File: src/rtl/date_seq_converter_if.sv
// date_seq_converter_if: start/advance request and calendar-date result bundle
//   master: drives start, day_of_year, leap_year, advance; receives the result
//   slave : the converter; receives requests, drives busy/valid/error/date/year_wrap
interface date_seq_converter_if #(parameter int DOY_WIDTH = 9);
    logic                 start;
    logic [DOY_WIDTH-1:0] day_of_year;
    logic                 leap_year;
    logic                 advance;
    logic                 busy;
    logic                 valid;
    logic                 error;
    logic [3:0]           month;
    logic [1:0]           day_tens;
    logic [3:0]           day_ones;
    logic                 year_wrap;
    modport master(output start, day_of_year, leap_year, advance,
                   input busy, valid, error, month, day_tens, day_ones, year_wrap);
    modport slave(input start, day_of_year, leap_year, advance,
                  output busy, valid, error, month, day_tens, day_ones, year_wrap);
endinterface

File: src/rtl/date_seq_converter.sv
// date_seq_converter: multi-cycle day-of-year to month/BCD-day converter with a held, advanceable date
//   clk, reset (async, active-high)
//   bus.start/day_of_year/leap_year : conversion request, sampled when idle
//   bus.advance                     : step the held date one day, sampled when idle
//   bus.busy/valid/error            : status; valid pulses once per new date or error
//   bus.month/day_tens/day_ones     : held date; bus.year_wrap pulses on 12/31 -> 1/01
module date_seq_converter #(
    parameter int DOY_WIDTH  = 9,
    parameter int LEAP_MONTH = 2
) (
    input logic               clk,
    input logic               reset,
    date_seq_converter_if.slave bus
);
    typedef enum logic [2:0] {IDLE, CHECK, SUB, BCD, DONE} state_t;

    state_t               state_q, state_d;
    logic [DOY_WIDTH-1:0] rem_q, rem_d;
    logic                 leap_q, leap_d;
    logic [3:0]           mon_cnt_q, mon_cnt_d;
    logic [1:0]           tens_cnt_q, tens_cnt_d;
    logic                 bad_q, bad_d;
    logic [3:0]           month_q, month_d;
    logic [1:0]           day_tens_q, day_tens_d;
    logic [3:0]           day_ones_q, day_ones_d;
    logic                 error_q, error_d;
    logic                 held_q, held_d;
    logic                 valid_q, valid_d;
    logic                 wrap_q, wrap_d;

    function automatic logic [4:0] mlen(input logic [3:0] m, input logic lp);
        logic [4:0] l;
        l = (m == 4'd2) ? 5'd28 :
            (m == 4'd4 || m == 4'd6 || m == 4'd9 || m == 4'd11) ? 5'd30 : 5'd31;
        return l + {4'd0, lp && (m == 4'(LEAP_MONTH))};
    endfunction

    logic [4:0] sub_len, adv_len, day_bin;

    always_comb begin
        sub_len    = mlen(mon_cnt_q, leap_q);
        adv_len    = mlen(month_q, leap_q);
        day_bin    = 5'(day_tens_q) * 5'd10 + 5'(day_ones_q);
        state_d    = state_q;
        rem_d      = rem_q;
        leap_d     = leap_q;
        mon_cnt_d  = mon_cnt_q;
        tens_cnt_d = tens_cnt_q;
        bad_d      = bad_q;
        month_d    = month_q;
        day_tens_d = day_tens_q;
        day_ones_d = day_ones_q;
        error_d    = error_q;
        held_d     = held_q;
        valid_d    = 1'b0;
        wrap_d     = 1'b0;
        case (state_q)
            IDLE: begin
                if (bus.start) begin
                    rem_d      = bus.day_of_year;
                    leap_d     = bus.leap_year;
                    mon_cnt_d  = 4'd1;
                    tens_cnt_d = 2'd0;
                    state_d    = CHECK;
                end else if (bus.advance && held_q) begin
                    valid_d = 1'b1;
                    if (day_bin < adv_len) begin
                        day_ones_d = (day_ones_q == 4'd9) ? 4'd0 : day_ones_q + 4'd1;
                        day_tens_d = (day_ones_q == 4'd9) ? day_tens_q + 2'd1 : day_tens_q;
                    end else begin
                        day_tens_d = 2'd0;
                        day_ones_d = 4'd1;
                        month_d    = (month_q == 4'd12) ? 4'd1 : month_q + 4'd1;
                        wrap_d     = (month_q == 4'd12);
                    end
                end
            end
            CHECK: begin
                // An out-of-range request drains through BCD with nothing left to
                // convert, so every result (good or bad) is loaded at one place.
                bad_d   = (rem_q == '0) ||
                          (rem_q > (leap_q ? DOY_WIDTH'(366) : DOY_WIDTH'(365)));
                rem_d   = bad_d ? '0 : rem_q;
                state_d = bad_d ? BCD : SUB;
            end
            SUB: begin
                if (rem_q > DOY_WIDTH'(sub_len)) begin
                    rem_d     = rem_q - DOY_WIDTH'(sub_len);
                    mon_cnt_d = mon_cnt_q + 4'd1;
                end else begin
                    state_d = BCD;
                end
            end
            BCD: begin
                if (rem_q >= DOY_WIDTH'(10)) begin
                    rem_d      = rem_q - DOY_WIDTH'(10);
                    tens_cnt_d = tens_cnt_q + 2'd1;
                end else begin
                    state_d    = DONE;
                    valid_d    = 1'b1;
                    error_d    = bad_q;
                    month_d    = bad_q ? 4'd0 : mon_cnt_q;
                    day_tens_d = bad_q ? 2'd0 : tens_cnt_q;
                    day_ones_d = bad_q ? 4'd0 : rem_q[3:0];
                end
            end
            DONE: begin
                held_d  = !error_q;
                state_d = IDLE;
            end
            default: state_d = IDLE;
        endcase
    end

    always_ff @(posedge clk or posedge reset) begin
        if (reset) begin
            state_q    <= IDLE;
            rem_q      <= '0;
            leap_q     <= 1'b0;
            mon_cnt_q  <= 4'd0;
            tens_cnt_q <= 2'd0;
            bad_q      <= 1'b0;
            month_q    <= 4'd0;
            day_tens_q <= 2'd0;
            day_ones_q <= 4'd0;
            error_q    <= 1'b0;
            held_q     <= 1'b0;
            valid_q    <= 1'b0;
            wrap_q     <= 1'b0;
        end else begin
            state_q    <= state_d;
            rem_q      <= rem_d;
            leap_q     <= leap_d;
            mon_cnt_q  <= mon_cnt_d;
            tens_cnt_q <= tens_cnt_d;
            bad_q      <= bad_d;
            month_q    <= month_d;
            day_tens_q <= day_tens_d;
            day_ones_q <= day_ones_d;
            error_q    <= error_d;
            held_q     <= held_d;
            valid_q    <= valid_d;
            wrap_q     <= wrap_d;
        end
    end

    assign bus.busy      = (state_q == CHECK) || (state_q == SUB) || (state_q == BCD);
    assign bus.valid     = valid_q;
    assign bus.error     = error_q;
    assign bus.month     = month_q;
    assign bus.day_tens  = day_tens_q;
    assign bus.day_ones  = day_ones_q;
    assign bus.year_wrap = wrap_q;
endmodule

File: src/flat_wrapper.sv
// flat-port wrapper written by rule: the top's interface ports become plain ports
module date_seq_converter_flat 
#(
    parameter int DOY_WIDTH  = 9,
    parameter int LEAP_MONTH = 2
)
  (clk, reset, bus_start, bus_day_of_year, bus_leap_year, bus_advance, bus_busy, bus_valid, bus_error, bus_month, bus_day_tens, bus_day_ones, bus_year_wrap);
  date_seq_converter_if #(.DOY_WIDTH(DOY_WIDTH)) bus_i ();
  input logic clk;
  input logic reset;
  input wire logic [$bits(bus_i.start)-1:0] bus_start;
  input wire logic [$bits(bus_i.day_of_year)-1:0] bus_day_of_year;
  input wire logic [$bits(bus_i.leap_year)-1:0] bus_leap_year;
  input wire logic [$bits(bus_i.advance)-1:0] bus_advance;
  output wire logic [$bits(bus_i.busy)-1:0] bus_busy;
  output wire logic [$bits(bus_i.valid)-1:0] bus_valid;
  output wire logic [$bits(bus_i.error)-1:0] bus_error;
  output wire logic [$bits(bus_i.month)-1:0] bus_month;
  output wire logic [$bits(bus_i.day_tens)-1:0] bus_day_tens;
  output wire logic [$bits(bus_i.day_ones)-1:0] bus_day_ones;
  output wire logic [$bits(bus_i.year_wrap)-1:0] bus_year_wrap;
  assign bus_i.start = bus_start;
  assign bus_i.day_of_year = bus_day_of_year;
  assign bus_i.leap_year = bus_leap_year;
  assign bus_i.advance = bus_advance;
  assign bus_busy = bus_i.busy;
  assign bus_valid = bus_i.valid;
  assign bus_error = bus_i.error;
  assign bus_month = bus_i.month;
  assign bus_day_tens = bus_i.day_tens;
  assign bus_day_ones = bus_i.day_ones;
  assign bus_year_wrap = bus_i.year_wrap;
  date_seq_converter #(.DOY_WIDTH(DOY_WIDTH), .LEAP_MONTH(LEAP_MONTH)) u_core (.clk(clk), .reset(reset), .bus(bus_i));
endmodule
File: config.mk
export PLATFORM = sky130hd
export DESIGN_NAME = date_seq_converter_flat
export DESIGN_NICKNAME = d
export VERILOG_FILES = /design/src/rtl/date_seq_converter_if.sv /design/src/rtl/date_seq_converter.sv /design/src/flat_wrapper.sv
export SDC_FILE = /design/constraint.sdc
export NUM_CORES = 1
export LEC_CHECK = 0
export CORE_MARGIN = 3
export CORE_UTILIZATION = 60
export CTS_CLUSTER_SIZE = 10
export DETAILED_ROUTE_END_ITERATION = 12
export DONT_BUFFER_PORTS = 1
export PLACE_DENSITY = 0.76
export SLEW_MARGIN = 20
export SYNTH_ARGS = -nofsm -noshare
export SYNTH_HDL_FRONTEND = slang
export SYNTH_SLANG_ARGS = --single-unit
File: constraint.sdc
create_clock -name clk -period 3.6 [get_ports clk]
set_clock_uncertainty 0.2 [all_clocks]
set_input_delay 0.54 -clock clk [delete_from_list [all_inputs] [get_ports clk]]
set_output_delay 0.54 -clock clk [all_outputs]
set_load 0.03 [all_outputs]
Word level (Yosys, flattened, before mapping):

Cells that the tools add are included.

* latch bits: 0
* logic and storage cells: 132
* memory bits (read-only): 0
* memories kept: 0
* RAM bits: 0
* register bits after elaboration: 34

* bitwise gates (word level): 1
* order comparisons: 4
* shifts and indexed selects: 0
* reductions and logical operators: 27
* multipliers: 1
* $add $sub $neg: 10
* multiplexer cells: 50
* equal/unequal tests: 26
* div/mod/pow operators: 0

Operators with widths (count)
* two-way mux 4 bit: 14
* two-way mux 9 bit: 4
* case mux 9 bit (4 select lines): 1
* == test 4 bit (second input constant): 6
* case mux 4 bit (2 select lines): 3
* two-way mux 2 bit: 9
* == test 4 x 3 -> 1 bit (second input constant): 4
* AND reduction 5 bit: 3
* adder 4 x 1 -> 4 bit (second input constant): 3
* case mux 3 bit (4 select lines): 1
* adder 5 x 1 -> 5 bit: 2
* two-way mux 1 bit: 10
* two-way mux 5 bit: 2
* inequality test 2 bit (second input constant): 5
* >= comparator 9 x 4 -> 1 bit (second input constant): 1
* > comparator 9 x 5 -> 1 bit: 1
* > comparator 9 bit: 1
* zero test 9 bit: 1
* logical OR 1 bit: 9
* two-way mux 3 bit: 3
* AND reduction 3 bit: 3
* subtractor 9 x 4 -> 9 bit (second input constant): 1
* subtractor 9 x 5 -> 9 bit: 1
* == test 4 x 2 -> 1 bit (second input constant): 2
* other kinds (19): 29

Logic depth before layout (Yosys ltp):

Gate-level depths: netlist of run 1.

* depth after elaboration: 12
* gate-level depth with buffers: 14
* gate-level depth less buffers: 13

Worst setup path after synthesis of run 1:

No wires, ideal clock.

* kind: register -> register
* start point: register u_core.day_tens_q[1] (netlist: u_core.bus.day_tens[1])
* end point: register u_core.day_ones_q[1] (netlist: u_core.bus.day_ones[1])
* arrival: 3.039 ns
* period minus slack after synthesis: 3.326 ns
* library setup time: 0.087 ns
* buffers on the path: 0
* required time: 3.313 ns
* slack: 0.274 ns
* stages on the path, launching flop included: 12
* cells stage by stage: dfrtp_1 -> ha_1 -> a21o_1 -> a21oi_1 -> xnor2_1 -> ha_1 -> nand2_1 -> nor2_1 -> a211oi_1 -> nand3_1 -> or3b_2 -> a22oi_1

* longest elaborated chain between the ends: 7

RTL lines
* start: declaration: RTL line date_seq_converter.sv:24 `logic [1:0] day_tens_q, day_tens_d;`
* start signal: assignment: RTL line date_seq_converter.sv:138 `day_tens_q <= day_tens_d;`
* multiplier 2 x 3 -> 4 bit: RTL line date_seq_converter.sv:43 `day_bin = 5'(day_tens_q) * 5'd10 + 5'(day_ones_q);`
* adder 5 x 4 -> 5 bit: RTL line date_seq_converter.sv:43
* < comparator 5 bit: RTL line date_seq_converter.sv:67 `if (day_bin < adv_len) begin`
* two-way mux 4 bit: RTL line date_seq_converter.sv:67
* two-way mux 4 bit: RTL line date_seq_converter.sv:65 `end else if (bus.advance && held_q) begin`
* two-way mux 4 bit: RTL line date_seq_converter.sv:59 `if (bus.start) begin`
* case mux 4 bit (2 select lines): RTL line date_seq_converter.sv:57 `case (state_q)`
* end signal: assignment: RTL line date_seq_converter.sv:139 `day_ones_q <= day_ones_d;`
* end: declaration: RTL line date_seq_converter.sv:25 `logic [3:0] day_ones_q, day_ones_d;`

No other way between the ends. The select of a mux whose other input is x is not followed.
A chain may end at the register's enable or synchronous reset.

Worst setup path in the final report of run 1:

* start point: register u_core.mon_cnt_q[0]
* end point: register u_core.rem_q[1]

* longest elaborated chain between the ends: 10
* elaborated cells between the ends (all ways): 18
* those cells by class: 2 x add/sub; 1 x order compare; 6 x eq/ne; 4 x mux; 5 x reduce/logical

RTL lines
* start: declaration: RTL line date_seq_converter.sv:20 `logic [3:0] mon_cnt_q, mon_cnt_d;`
* start signal: assignment: RTL line date_seq_converter.sv:134 `mon_cnt_q <= mon_cnt_d;`
* == test 4 x 3 -> 1 bit: RTL line date_seq_converter.sv:34 `(m == 4'd4 || m == 4'd6 || m == 4'd9 || m == 4'd11) ? 5'd30 : 5'd31;`
* logical OR 1 bit (3 in a row): RTL line date_seq_converter.sv:34
* two-way mux 1 bit: RTL line date_seq_converter.sv:34
* two-way mux 5 bit: RTL line date_seq_converter.sv:33 `l = (m == 4'd2) ? 5'd28 :`
* adder 5 x 1 -> 5 bit (*): RTL line date_seq_converter.sv:35 `return l + {4'd0, lp && (m == 4'(LEAP_MONTH))};`
* subtractor 9 x 5 -> 9 bit or > comparator 9 x 5 -> 1 bit (tied branches): RTL line date_seq_converter.sv:88, date_seq_converter.sv:87
* two-way mux 9 bit or inequality test 2 x 1 -> 1 bit (tied branches)
* case mux 9 bit (4 select lines) or AND reduction 5 bit (tied branches)
* end signal: assignment: RTL line date_seq_converter.sv:132 `rem_q <= rem_d;`
* end: declaration: RTL line date_seq_converter.sv:18 `logic [DOY_WIDTH-1:0] rem_q, rem_d;`

Mark *: on every way between the ends. The rest lies on a longest branch, timed or not. The select of a mux whose other input is x is not followed.

==> metrics.txt, run 1 <==
post-synthesis xor/xnor area fraction=between 3 and 4%; std cell rows=23; # setup viols final=0; part of the Yosys area used for sequential elements=31.19%; vias per cell=6.599; Overflow after GRT=0; fraction of layout cells with a size suffix above 1=10.51%; Gate Count Post-Synth=308; commonest cells after routing, fill and taps aside=dfrtp_1 (34), ha_1 (27), o21ai_0 (26); Post-Syn Area=roughly 2700 µm²; Slew @ Worst Pin=644.8 ps; CTS root buf=clkbuf_8; Final Net Count=356; largest family of logic cells by synthesized area=compound AO/OA/AOI/OAI gates; Compound-Gate Fraction of Synth Area=24.68%; total number of vias=roughly 2,400; initial antenna violation count=0; Syn Area/Cell=around 8.9 µm²; drt drc=0; Core ar.=4202 µm²; crit start category=flop; RD Place Congestion=~0.97; Ports=28; commonest non-fill, non-tap cell in the layout=dfrtp_1; leading post-synthesis cells by cell area=dfrtp_1 (31%), ha_1 (12%), o21ai_0 (4.8%), a21oi_1 (4.4%), nor2_1 (3.4%); Iteration-0 DRC Markers=200; Routed WL=6.711 mm; pin count of the biggest net entering global routing=23; Fin Setup TNS=0 ps; Yosys cell types=66; Worst-path clk slew=~70 ps; crit-path max FO=6; Max-cap violations=0; Post-DRT Antenna Nets=0; Adder-Cell Fraction of Synth Area=between 10 and 15%; drt first pass iters=4; Final period util=between 90% and 100%; # fillers=~330; simple-gate share of the synthesized area=~17%; Yosys top cell by area=dfrtp_1; # diodes=0; Min-Delay Path Class=in -> reg; critical path required time=3600 ps; Die ar.=roughly 5400 µm²; Worst slew margin=between 50% and 60%; drt wl/cell=roughly 18 µm; outcome=finished clean; area grow syn2layout=6.514%; mux contribution to synthesized area=about 3.6%; clk sinks=34; CTS buffer count=5; top cell type's share of synthesized area=between 30% and 40%; max-slew violation count=0; I/O Buffers=0; number of synthesized register bits=34; top cell family by delay on the critical path=simple AND/OR/NAND/NOR gates; H-tree levels=2; clock latency on the worst-skew pair=~290 ps; Worst EP arrival=roughly 3400 ps; gr usage total=a little over a quarter; asr flop ratio synth=100.0%; RSZ-0062 raised after global routing=no; die width=roughly 73 µm; starting density of the core=~65%; Crit. End Element=flop; Synth Warn #=0; CTS max path bufs=2; critical path type=reg -> reg; first-pass GRT wire length=11.03 mm; vias in the first global route=2,269; Period minus WS final=3387 ps; worst stage delay on the critical path=approximately 430 ps; critical path buffer and inverter count=4; final hold vios=0; Slowest cell on crit path=dfrtp_1; Max Clock Freq=roughly 0.3 GHz; top_reg_cell synth=dfrtp_1; Chip Height=~73 µm; CP Cell Sequence=inv_1 > ha_1 > inv_1 > or3_1 > ha_1 > inv_1 > ha_1 > nand2b_1 > a21oi_1 > o2bb2ai_2 > and2_1 > or2_1 > buf_4 > mux2i_1; CTS tree=done; Post-DP HPWL=between 5 and 6 mm; EDFF count, synth=0
-- registers in the layout, indices dropped and copies added, names as in the netlist --
name                  cells
u_core.bus.month          4
u_core.bus.day_ones       4
u_core.mon_cnt_q          4
u_core.bus.day_tens       2
u_core.rem_q              9
u_core.leap_q             1
u_core.bus.valid          1
u_core.held_q             1
u_core.bad_q              1
u_core.bus.error          1
u_core.state_q            3
u_core.tens_cnt_q         2
u_core.bus.year_wrap      1
-- cell type report --
cell class	count	area, µm²	area share (%)
multi-input cells	242	1744	60.03
clock buffers	7	86.33	2.972
well taps	50	62.56	2.153
flip-flops and latches	34	850.8	29.29
repair buffers	11	85.08	2.929
clock inverters	1	5.005	0.1723
inverters	19	71.32	2.455
-- cell families (layout without fill, tap and decap cells) --
| kind of cell | count (synthesis) | in the layout |
|---|---|---|
| AOI/OAI and AO/OA | 100 | 100 |
| muxes | 7 | 7 |
| and+or+nand+nor | 92 | 92 |
| other | 1 | 2 |
| DFF | 34 | 34 |
| buffers and inverters | 33 | 38 |
| adders and majority gates | 29 | 29 |
| xor gates and xnor gates | 12 | 12 |
-- per-stage QoR --
| step | area, µm² | utilization (%) | setup slack, ps | cells | hold slack (ps) |
|---|---|---|---|---|---|
| after floorplan | 2731 | - | 273.7 | 309 | 250.4 |
| after global placement | 2796 | 66.56 | 266.3 | 355 | 273.9 |
| after detailed placement | 2796 | 66.56 | 197.9 | 355 | 288.4 |
| after CTS | 2898 | 68.97 | 164.6 | 364 | 170.7 |
| after global routing | 2905 | 69.15 | 19.36 | 364 | 176.3 |
| final | 2905 | 69.15 | 212.5 | 364 | 173.2 |
-- path summary, 6_finish.rpt --
kind,startpoint,to,slack (ps),cells after the start
worst max-delay path,u_core.mon_cnt_q[0],u_core.rem_q[1],210,14
worst min-delay path,bus_leap_year,u_core.leap_q,170,2
worst max register to register,u_core.mon_cnt_q[0],u_core.rem_q[1],210,14
worst min register to register,u_core.tens_cnt_q[1],u_core.tens_cnt_q[1],320,1
max in group asynchronous,reset,u_core.held_q,1990,3
min in group asynchronous,reset,u_core.rem_q[2],520,2
-- routing by layer --
layer	share of wire [%]	track usage, %	vias up	wire [µm]
li1	-	-	1133	-
met3	6.1	4.788	8	411
met1	47	37.48	1171	3126
met5	0	0	-	0
met4	1.1	7.243	0	74
met2	46	41.41	90	3100
-- cells in the mapped netlist (3+ instances only) --
| cell type | n |
|---|---|
| a211oi_1 | 4 |
| a21oi_1 | 24 |
| a22oi_1 | 4 |
| a31oi_1 | 3 |
| and2_1 | 3 |
| buf_2 | 4 |
| clkbuf_1 | 7 |
| dfrtp_1 | 34 |
| ha_1 | 27 |
| inv_1 | 19 |
| mux2i_1 | 3 |
| nand2_1 | 16 |
| nand2b_1 | 8 |
| nand3_1 | 9 |
| nand4_1 | 3 |
| nor2_1 | 25 |
| nor2b_1 | 6 |
| nor3_1 | 6 |
| nor4_1 | 3 |
| o21ai_0 | 26 |
| o21ai_1 | 3 |
| o2bb2ai_1 | 3 |
| o31ai_1 | 4 |
| xnor2_1 | 6 |
| xor2_1 | 6 |
-- timing repair --
item	CTS	global route
endpoints found under the hold margin	12	0
hold buffers	1	0
setup endpoints to repair	0	5
gates resized for setup	0	2
setup buffers	0	0
Power of run 1 is left out: the tool's default activity adds up to more than one toggle a clock period on the data nets, which glitch-free logic cannot reach.
==> run 2, diff against run 1 <==
--- a/config.mk
+++ b/config.mk
@@ -5,11 +5,13 @@
 export SDC_FILE = /design/constraint.sdc
 export NUM_CORES = 1
 export LEC_CHECK = 0
+export CORE_ASPECT_RATIO = 1.25
 export CORE_MARGIN = 3
 export CORE_UTILIZATION = 60
 export CTS_CLUSTER_SIZE = 10
 export DETAILED_ROUTE_END_ITERATION = 12
 export DONT_BUFFER_PORTS = 1
+export HOLD_SLACK_MARGIN = 0.15
 export PLACE_DENSITY = 0.76
 export SLEW_MARGIN = 20
 export SYNTH_ARGS = -nofsm -noshare
==> run 2 against run 1 <==
  * Global-route usage rose by 0.30 points
  * Core utilization fell by 0.63 points
  * Register-to-register slack improved by 40 ps
  * Sequential share of layout area rose by 0.076 points
  * Largest cell class unchanged
==> metrics.txt, run 2 (synthesis gave the netlist of run 1 again) <==
Core ar.=4229 µm² (+0.66%); area grow syn2layout=6.239%; Final Net Count=355 (-0.28%); met3 Use GR=5.394% (+0.61 points); # setup viols final=0 (unchanged); die width=66.31 µm (-9.7%); pin count of the biggest net entering global routing=30 (+30%); first-pass GRT wire length=10.85 mm (-1.6%); reg2reg start=u_core.mon_cnt_q[0]; clock latency on the worst-skew pair=300 ps (about the same); routing usage on met1=30.39% (-7.1 points); busiest layer in global routing=met2; Period minus WS final=3346 ps (-41.98 ps); final hold vios=0 (unchanged); Die ar.=5396 µm² (about the same); Min-Delay Path Class=in -> reg; Slew @ Worst Pin=595.6 ps (-49.26 ps); vias per cell=6.369 (-3.5%); drt first pass iters=5 (+1); CP startpoint=u_core.mon_cnt_q[0]; Post-DP HPWL=4.907 mm (-3.0%); post-placement cell count=360 (+1.4%); RSZ-0062 raised after global routing=no; # fillers=359 (+7.8%); crit start category=flop; CTS Hold Bufs=1 (unchanged); clk sinks=34 (unchanged); fraction of layout cells with a size suffix above 1=9.904% (-0.61 points); vias in the first global route=2,313 (+1.9%); CTS max path bufs=2 (unchanged); Worst-path clk slew=80 ps (about the same); CTS buffer count=5 (unchanged); drt drc=0 (unchanged); std cell rows=26 (+13%); crit-path max FO=5 (-1); Iteration-0 DRC Markers=167 (-17%); Fin Setup TNS=0 ps (unchanged); critical path type=reg -> reg; total number of vias=2,350 (-2.2%); Non-Filler Instances=369 (+1.4%); outcome=finished clean; critical path required time=3590 ps (about the same); starting density of the core=64.50% (-0.42 points); Chip Height=81.39 µm (+11%); max-slew violation count=0 (unchanged); gr usage total=26.71% (+0.30 points); Worst slew margin=60.20% (+3.5 points); Largest register FFs=9 (unchanged); H-tree levels=2 (unchanged); Worst EP arrival=3340 ps (-50 ps); Hold Crit Start=bus_leap_year; drt wl/cell=17.70 µm (-4.0%); CTS root buf=clkbuf_8; Routed WL=6.533 mm (-2.7%); I/O Buffers=0 (unchanged); Crit. End Element=flop; Design Area, Final=2898 µm² (-0.26%); Overflow after GRT=0 (unchanged); RD Place Congestion=0.9325 (-3.4%); # Post-CTS Setup Buffers=0 (unchanged); commonest non-fill, non-tap cell in the layout=dfrtp_1; Post-DRT Antenna Nets=0 (unchanged); Max-cap violations=0 (unchanged); Max Clock Freq=0.2989 GHz (+1.3%); CTS tree=done; initial antenna violation count=0 (unchanged); # diodes=0 (unchanged); number of gates resized after cts=0 (unchanged); commonest cells after routing, fill and taps aside=dfrtp_1 (34), ha_1 (27), o21ai_0 (26); grt met2 use=47.17% (+5.8 points); Final period util=92.93% (-1.2 points); Ports=28 (unchanged); hold_ws=157.3 ps (-15.90 ps); placed cell areas=2796 µm² (unchanged); most flop-heavy register=u_core.rem_q
## run 2: cell count changes in the layout (fill, tap and decap cells not counted)
| cell | change |
|---|---|
| o2bb2ai_1 | +1 |
| o2bb2ai_2 | -1 |
| a2111oi_0 | +1 |
| buf_4 | -1 |
| a2111oi_1 | -1 |
## run 2: worst paths after layout
| check | endpoint | slack, ps | cells after the start |
|---|---|---|---|
| hold reg to reg | u_core.tens_cnt_q[1] | 290 | 1 |
| setup reg to reg | u_core.rem_q[3] | 250 | 13 |
| setup / recovery | u_core.rem_q[3] | 250 | 13 |
| hold / removal | u_core.leap_q | 160 | 2 |
| min in group asynchronous | u_core.bus.valid | 400 | 2 |
| max in group asynchronous | u_core.bus.month[0] | 2180 | 3 |
## run 2: metal layers
layer | share of wire [%] | wire (µm) | vias up
met5 | 0 | 0 | -
met4 | 2.7 | 175 | 0
met3 | 4.9 | 323 | 14
met2 | 51 | 3315 | 71
met1 | 42 | 2719 | 1130
li1 | - | - | 1135
## run 2: cell type report
cell class / instances / area, µm² / share of cell area [%]
sequential: 34 / 850.8 / 29.36
timing repair buffer: 10 / 77.57 / 2.677
clock buffer: 7 / 86.33 / 2.979
multi-input combinational: 242 / 1737 / 59.93
tap: 56 / 70.07 / 2.418
inverter: 19 / 71.32 / 2.461
clock inverter: 1 / 5.005 / 0.1727
## run 2: through the flow
step           utilization, %  worst slack, ps
3_3_place_gp            66.12            362.7
6_report                68.52            254.5
4_1_cts                 68.52            277.7
3_5_place_dp            66.12            283.5
2_1_floorplan               -            273.7
5_1_grt                 68.52            57.84
## run 2: critical path: stages (launching register included)
cell,delay [ps]
dfrtp_1,430
inv_1,140
ha_1,180
inv_1,50
or3_1,310
ha_1,330
inv_1,70
ha_1,230
nand2b_1,90
a21oi_1,100
o2bb2ai_1,290
and2_1,280
or2_1,240
mux2_4,310
Power of run 2 is left out for the same reason.
